### src/rtl/matrix_addsub_stream_pkg.sv
// Shared types and element arithmetic for the matrix add/subtract stream engine.
package matrix_ops_pkg;

    typedef enum logic [1:0] {
        IDLE,
        LOAD,
        DRAIN
    } state_t;

    localparam logic MODE_SUB = 1'b0;
    localparam logic MODE_ADD = 1'b1;

    // Widest element the helper handles; callers truncate to W+1 bits.
    localparam int unsigned MAX_W = 32;

    // Zero-extended add or subtract; the low W+1 bits of the result are exact
    // for any W-bit unsigned operands (two's complement when subtracting).
    function automatic logic [MAX_W:0] addsub_elem(input logic [MAX_W-1:0] a,
                                                   input logic [MAX_W-1:0] b,
                                                   input logic             mode);
        if (mode == MODE_ADD)
            return {1'b0, a} + {1'b0, b};
        else
            return {1'b0, a} - {1'b0, b};
    endfunction

endpackage

### src/rtl/matrix_addsub_stream_elem.sv
// Combinational W-bit element add/subtract producing {data, neg}.
module matrix_elem_addsub
    import matrix_ops_pkg::*;
#(
    parameter int unsigned W = 3
) (
    input  logic [W-1:0] a,
    input  logic [W-1:0] b,
    input  logic         mode,
    output logic [W:0]   data,
    output logic         neg
);

    // Element result; the sign bit only means "negative" in subtract mode.
    always_comb begin
        data = (W+1)'(addsub_elem(MAX_W'(a), MAX_W'(b), mode));
        neg  = (mode == MODE_SUB) && data[W];
    end

endmodule

### src/rtl/matrix_addsub_stream.sv
// NxN element-wise add/subtract engine: loads a full matrix of operand pairs
// over a valid/ready stream, then drains the results row-major with a last marker.
module matrix_addsub_stream
    import matrix_ops_pkg::*;
#(
    parameter int unsigned N = 2,
    parameter int unsigned W = 3
) (
    input  logic         clk,
    input  logic         rst_n,
    input  logic         clear,
    input  logic         mode,
    input  logic         in_valid,
    output logic         in_ready,
    input  logic [W-1:0] in_a,
    input  logic [W-1:0] in_b,
    output logic         out_valid,
    input  logic         out_ready,
    output logic [W:0]   out_data,
    output logic         out_neg,
    output logic         out_last,
    output logic         out_mode,
    output logic         busy
);

    localparam int unsigned ELEMS = N * N;
    localparam int unsigned CW    = (ELEMS > 1) ? $clog2(ELEMS) : 1;
    localparam logic [CW-1:0] LAST_IDX = CW'(ELEMS - 1);

    state_t        state;
    logic [CW-1:0] idx;
    logic [CW-1:0] nxt_idx;
    logic          mode_q;
    logic          cur_mode;
    logic          in_fire;
    logic          out_fire;
    logic [W:0]    res_data;
    logic          res_neg;
    logic [W+1:0]  buffer [ELEMS];

    // Mode is taken live on element 0 and from the latch for the rest of the matrix.
    always_comb begin
        cur_mode = (state == IDLE) ? mode : mode_q;
        in_fire  = in_valid && in_ready;
        out_fire = out_valid && out_ready;
        nxt_idx  = (idx == LAST_IDX) ? '0 : idx + CW'(1);
    end

    matrix_elem_addsub #(
        .W(W)
    ) u_elem (
        .a    (in_a),
        .b    (in_b),
        .mode (cur_mode),
        .data (res_data),
        .neg  (res_neg)
    );

    // Result buffer write port: one element per accepted operand pair.
    always_ff @(posedge clk) begin
        if (in_fire && !clear)
            buffer[idx] <= {res_neg, res_data};
    end

    // Control FSM with registered handshake and result outputs.
    always_ff @(posedge clk or negedge rst_n) begin
        if (!rst_n) begin
            state     <= IDLE;
            idx       <= '0;
            mode_q    <= MODE_SUB;
            in_ready  <= 1'b1;
            out_valid <= 1'b0;
            out_data  <= '0;
            out_neg   <= 1'b0;
            out_last  <= 1'b0;
            out_mode  <= 1'b0;
            busy      <= 1'b0;
        end else if (clear) begin
            state     <= IDLE;
            idx       <= '0;
            in_ready  <= 1'b1;
            out_valid <= 1'b0;
            out_last  <= 1'b0;
            busy      <= 1'b0;
        end else begin
            case (state)
                IDLE, LOAD: begin
                    if (in_fire) begin
                        if (state == IDLE)
                            mode_q <= mode;
                        busy <= 1'b1;
                        idx  <= nxt_idx;
                        if (idx == LAST_IDX) begin
                            state     <= DRAIN;
                            in_ready  <= 1'b0;
                            out_valid <= 1'b1;
                            out_mode  <= cur_mode;
                            out_last  <= (LAST_IDX == '0);
                            // Single-element matrix: the buffer write is still in flight,
                            // so present the freshly computed result directly.
                            if (ELEMS == 1) begin
                                out_data <= res_data;
                                out_neg  <= res_neg;
                            end else begin
                                out_data <= buffer[0][W:0];
                                out_neg  <= buffer[0][W+1];
                            end
                        end else begin
                            state <= LOAD;
                        end
                    end
                end
                DRAIN: begin
                    if (out_fire) begin
                        idx <= nxt_idx;
                        if (idx == LAST_IDX) begin
                            state     <= IDLE;
                            in_ready  <= 1'b1;
                            out_valid <= 1'b0;
                            out_last  <= 1'b0;
                            busy      <= 1'b0;
                        end else begin
                            out_data <= buffer[nxt_idx][W:0];
                            out_neg  <= buffer[nxt_idx][W+1];
                            out_last <= (nxt_idx == LAST_IDX);
                        end
                    end
                end
                default: state <= IDLE;
            endcase
        end
    end

endmodule
### config.mk
export PLATFORM = sky130hd
export DESIGN_NAME = matrix_addsub_stream
export DESIGN_NICKNAME = d
export VERILOG_FILES = /design/src/rtl/matrix_addsub_stream_pkg.sv /design/src/rtl/matrix_addsub_stream_elem.sv /design/src/rtl/matrix_addsub_stream.sv
export SDC_FILE = /design/constraint.sdc
export NUM_CORES = 1
export LEC_CHECK = 0
export CORE_MARGIN = 5
export CORE_UTILIZATION = 35
export DETAILED_ROUTE_END_ITERATION = 8
export GPL_ROUTABILITY_DRIVEN = 0
export GPL_TIMING_DRIVEN = 0
export SYNTH_ARGS = -nofsm -noshare
export SYNTH_HDL_FRONTEND = slang
export SYNTH_SLANG_ARGS = --single-unit
export TNS_END_PERCENT = 20
### constraint.sdc
create_clock -name clk -period 6.7 [get_ports clk]
set_input_delay 1.34 -clock clk [delete_from_list [all_inputs] [get_ports clk]]
set_output_delay 1.34 -clock clk [all_outputs]
set_load 0.02 [all_outputs]
==> results of run 1 <==
## registers in the layout (all words and copies together) (netlist names)
name,cells
idx,2
out_last,1
in_ready,1
state,2
out_data,4
out_mode,1
out_valid,1
mode_q,1
out_neg,1
busy,1
buffer,20
## cell families (layout without fill, tap and decap cells)
kind of cell | Yosys count | in the layout
adder cells (fa/ha/maj) | 10 | 10
AND/OR/NAND/NOR | 48 | 48
buffers and inverters | 10 | 39
multiplexers | 11 | 11
XOR/XNOR | 4 | 4
flip-flops | 35 | 35
AO/OA/AOI/OAI | 29 | 29
## area by class of cell
class                           count  share of cell area (%)
Sequential cell                    35                    44.8
Multi-Input combinational cell    102                    34.9
Timing Repair Buffer               21                    9.64
Tap cell                           70                    4.02
Clock buffer                        6                    3.33
Buffer                              6                    2.24
Inverter                            4                   0.688
Clock inverter                      2                   0.344
## power breakdown
group | switching (mW) | total (mW) | internal [mW] | leakage, nW
clock network | 0.0703 | 0.141 | 0.0708 | 0.0403
registers | 0.00824 | 0.261 | 0.253 | 0.379
logic | 0.0592 | 0.109 | 0.0497 | 0.465
## tightest hold or removal path: cells and delay by family, from the launching register on
family | cells | cell delay, ps
flip-flops | 1 | 350
AND/OR/NAND/NOR | 1 | 50
AO/OA/AOI/OAI | 1 | 50
## metrics by stage
stage	cell area, sq um	hold WS (ps)	util (%)	setup slack (ps)
4_1_cts	2180	494	43.3	3290
5_1_grt	2180	514	43.3	3170
3_3_place_gp	2100	465	41.7	3040
2_1_floorplan	1800	481	-	3640
6_report	2180	482	43.3	3300
3_5_place_dp	2100	479	41.7	3000
## worst paths after layout
path,cells past startpoint,start,to,slack [ps]
worst max-delay path,9,in_b[0],buffer[1][4]$_DFFE_PP_,3300
worst min-delay path,2,out_data[3]$_DFFE_PN0P_,out_data[3]$_DFFE_PN0P_,480
worst max register to register,9,state[1]$_DFFE_PN0P_,buffer[1][4]$_DFFE_PP_,4170
worst min register to register,2,out_data[3]$_DFFE_PN0P_,out_data[3]$_DFFE_PN0P_,480
max in group asynchronous,1,rst_n,out_data[2]$_DFFE_PN0P_,4790
min in group asynchronous,1,rst_n,out_valid$_DFFE_PN0P_,1480
## synthesized netlist by cell type (2+ instances only)
cell type	number	area [sq um]
sky130_fd_sc_hd__a21o_1	3	22.5
sky130_fd_sc_hd__a21oi_1	15	75.1
sky130_fd_sc_hd__and2_1	6	37.5
sky130_fd_sc_hd__buf_2	3	15.0
sky130_fd_sc_hd__buf_6	3	33.8
sky130_fd_sc_hd__dfrtp_1	14	350
sky130_fd_sc_hd__edfxtp_1	20	601
sky130_fd_sc_hd__ha_1	9	113
sky130_fd_sc_hd__inv_1	4	15.0
sky130_fd_sc_hd__mux2_2	2	22.5
sky130_fd_sc_hd__mux2_4	2	30.0
sky130_fd_sc_hd__mux2i_1	7	70.1
sky130_fd_sc_hd__nand2_1	14	52.6
sky130_fd_sc_hd__nand2b_1	2	12.5
sky130_fd_sc_hd__nand3b_1	5	37.5
sky130_fd_sc_hd__nor2_1	9	33.8
sky130_fd_sc_hd__nor2_2	2	12.5
sky130_fd_sc_hd__nor3_1	2	10.0
sky130_fd_sc_hd__o31ai_1	5	37.5
sky130_fd_sc_hd__xnor2_1	2	17.5
sky130_fd_sc_hd__xor2_1	2	17.5
## routing by layer
metal  GRT usage, %  vias to the layer above  part of all wire [%]
met5              0                        -                     0
met4           4.32                        0                   1.5
met3           3.73                        5                   5.0
met2           17.7                       19                    46
met1           14.4                      528                    47
li1               -                      579                     -
==> flow_summary.toml, run 1 <==
[run_status]
outcome = "complete, no violations"

[yosys]
dominant_combinational_cell_family_by_area_after_synthesis = "simple AND/OR/NAND/NOR gates"
ys_warn_count = 0
post_synth_mux_area_share_pct = 6.80
synth_compound_area_share_pct = 11.5
synth_nets = 169
asyncSetResetFlopFracSynth_pct = 42.9
synth-edff-count = 20
synthFlopType = "sky130_fd_sc_hd__edfxtp_1"
synth_cell_types = 37
syn_area_sq_um = 1800
ys_seq_area_share_pct = 54.2
yosys.area_share.adder_pct = 7.36
synthCells = 147
synth-simple-area-share_pct = 14.7
synth-seq-cells = 35
syn_avg_cell_area_sq_um = 12.3
synth_xor_xnor_area_share_pct = 1.94

[critical_path]
critPathLaunchType = "input port"
cp-end-kind = "flip-flop"
worst_path_largest_cell_delay_ps = 500
cp_max_fo = 4
cp_num_buf_inv = 2
crit_chain = "clkdlybuf4s50_1 -> inv_1 -> ha_1 -> mux2_4 -> ha_1 -> a21o_1 -> a21oi_1 -> xnor2_1 -> nor2_1"
cpLargestDelayFamily = "adder cells"
critical_path.most_common_cell = "sky130_fd_sc_hd__ha_1"
cp.required_ps = 6790
worst_path_max_delay_cell = "sky130_fd_sc_hd__clkdlybuf4s50_1"
worst-endpoint-arrival_ps = 3490
criticalPathCategory = "in2reg"

[clock_network]
clk_latency_ps = 280
ctsLongestPathBuffers = 2
cts_made_buffers = 5
clk_pin_slew_worst_paths_ps = 70
post_cts_setup_buffers = 0
cts_tree = "done"
htreeDepth = 2
numClockSinks = 35
cts_hold_buffers = 0
clockRootBuffer = "sky130_fd_sc_hd__clkbuf_8"
post_cts_sizing = 0

[floorplan]
core_region_area_sq_um = 5040
num_rows = 26
die_area_sq_um = 6690
initial_core_util_pct = 35.8
io-pin-count = 22
chip_height_um = 81.8
die_x_um = 81.8

[global_route]
initial_antenna_violation_count = 0
track_usage_pct = 11.3
grt_first_pass_wirelength_um = 5650
gr-total-overflow = 0
maximum_number_of_pins_on_one_net_before_global_route_repair = 16
via_count_of_the_first_global_routing_pass = 1168

[sta]
slew_violations = 0
timing.clock.skew_ps = 5.32
hold_violations = 0
timing.setup.tns_ps = 0
setup_violations_final = 0
finalCriticalPeriod_ps = 3400
worst_slew_pin_slew_ps = 690
setup_repair_after_global_routing_missed_its_margin = "false"
achievable-frequency_mhz = 294
timing.slew.headroom_pct = 53.8
post-route-period-util_pct = 50.7

[finish]
seqCellArea_sq_um = 977
layout.cells.most_common = "sky130_fd_sc_hd__clkdlybuf4s50_1"
post_route_cells_drive_above_1_share_pct = 14.2
layoutNonFillerInstCount = 246
area_growth_syn_to_layout_pct = 21.0
filler_cell_count = 488
finish.net_count = 197
multiInputGateArea_sq_um = 762
final_cell_mix = "sky130_fd_sc_hd__clkdlybuf4s50_1, sky130_fd_sc_hd__edfxtp_1, sky130_fd_sc_hd__a21oi_1"
total_inserted_antenna_cells = 0

[worst_hold_path]
hold_class = "reg2reg"

[route]
totalWireLength_um = 3310
viasPerCell = 4.60
route.detailed.drc = 0
drt-pass1-iter-count = 4
drt.antenna.violating_nets = 0
via_count = 1131
avgRoutedWirePerCell_um = 13.5
drt-initial-drc-count = 37

[placed_design]
dp.cells = 238
port_buffers = 21
hpwlAfterDp_um = 2600

[pwr]
worst_ir_drop_vdd_mv = 0.101
p_leak_nw = 0.885
p_per_cell_area_nw_per_um2 = 234
power.total_uw = 511

[flow_run]
max_cap_viol_count = 0
Power figures use the tool's default switching activity.
==> inputs of run 2 (changes only) <==
==> constraint.sdc (replaced) <==
create_clock -name clk -period 2.8 [get_ports clk]
set_input_delay 0.56 -clock clk [delete_from_list [all_inputs] [get_ports clk]]
set_output_delay 0.56 -clock clk [all_outputs]
set_load 0.02 [all_outputs]
==> results of run 2 <==
The final DEF is identical to that of run 1. Status: complete, no violations.
Main changes from that run: setup slack after placement 3000 ps -> -122 ps; setup slack after layout 3300 ps -> 184 ps; register-to-register setup slack 4170 ps -> 270 ps; total power 0.511 mW -> 1.22 mW; worst IR drop on VDD 0.101 mV -> 0.242 mV
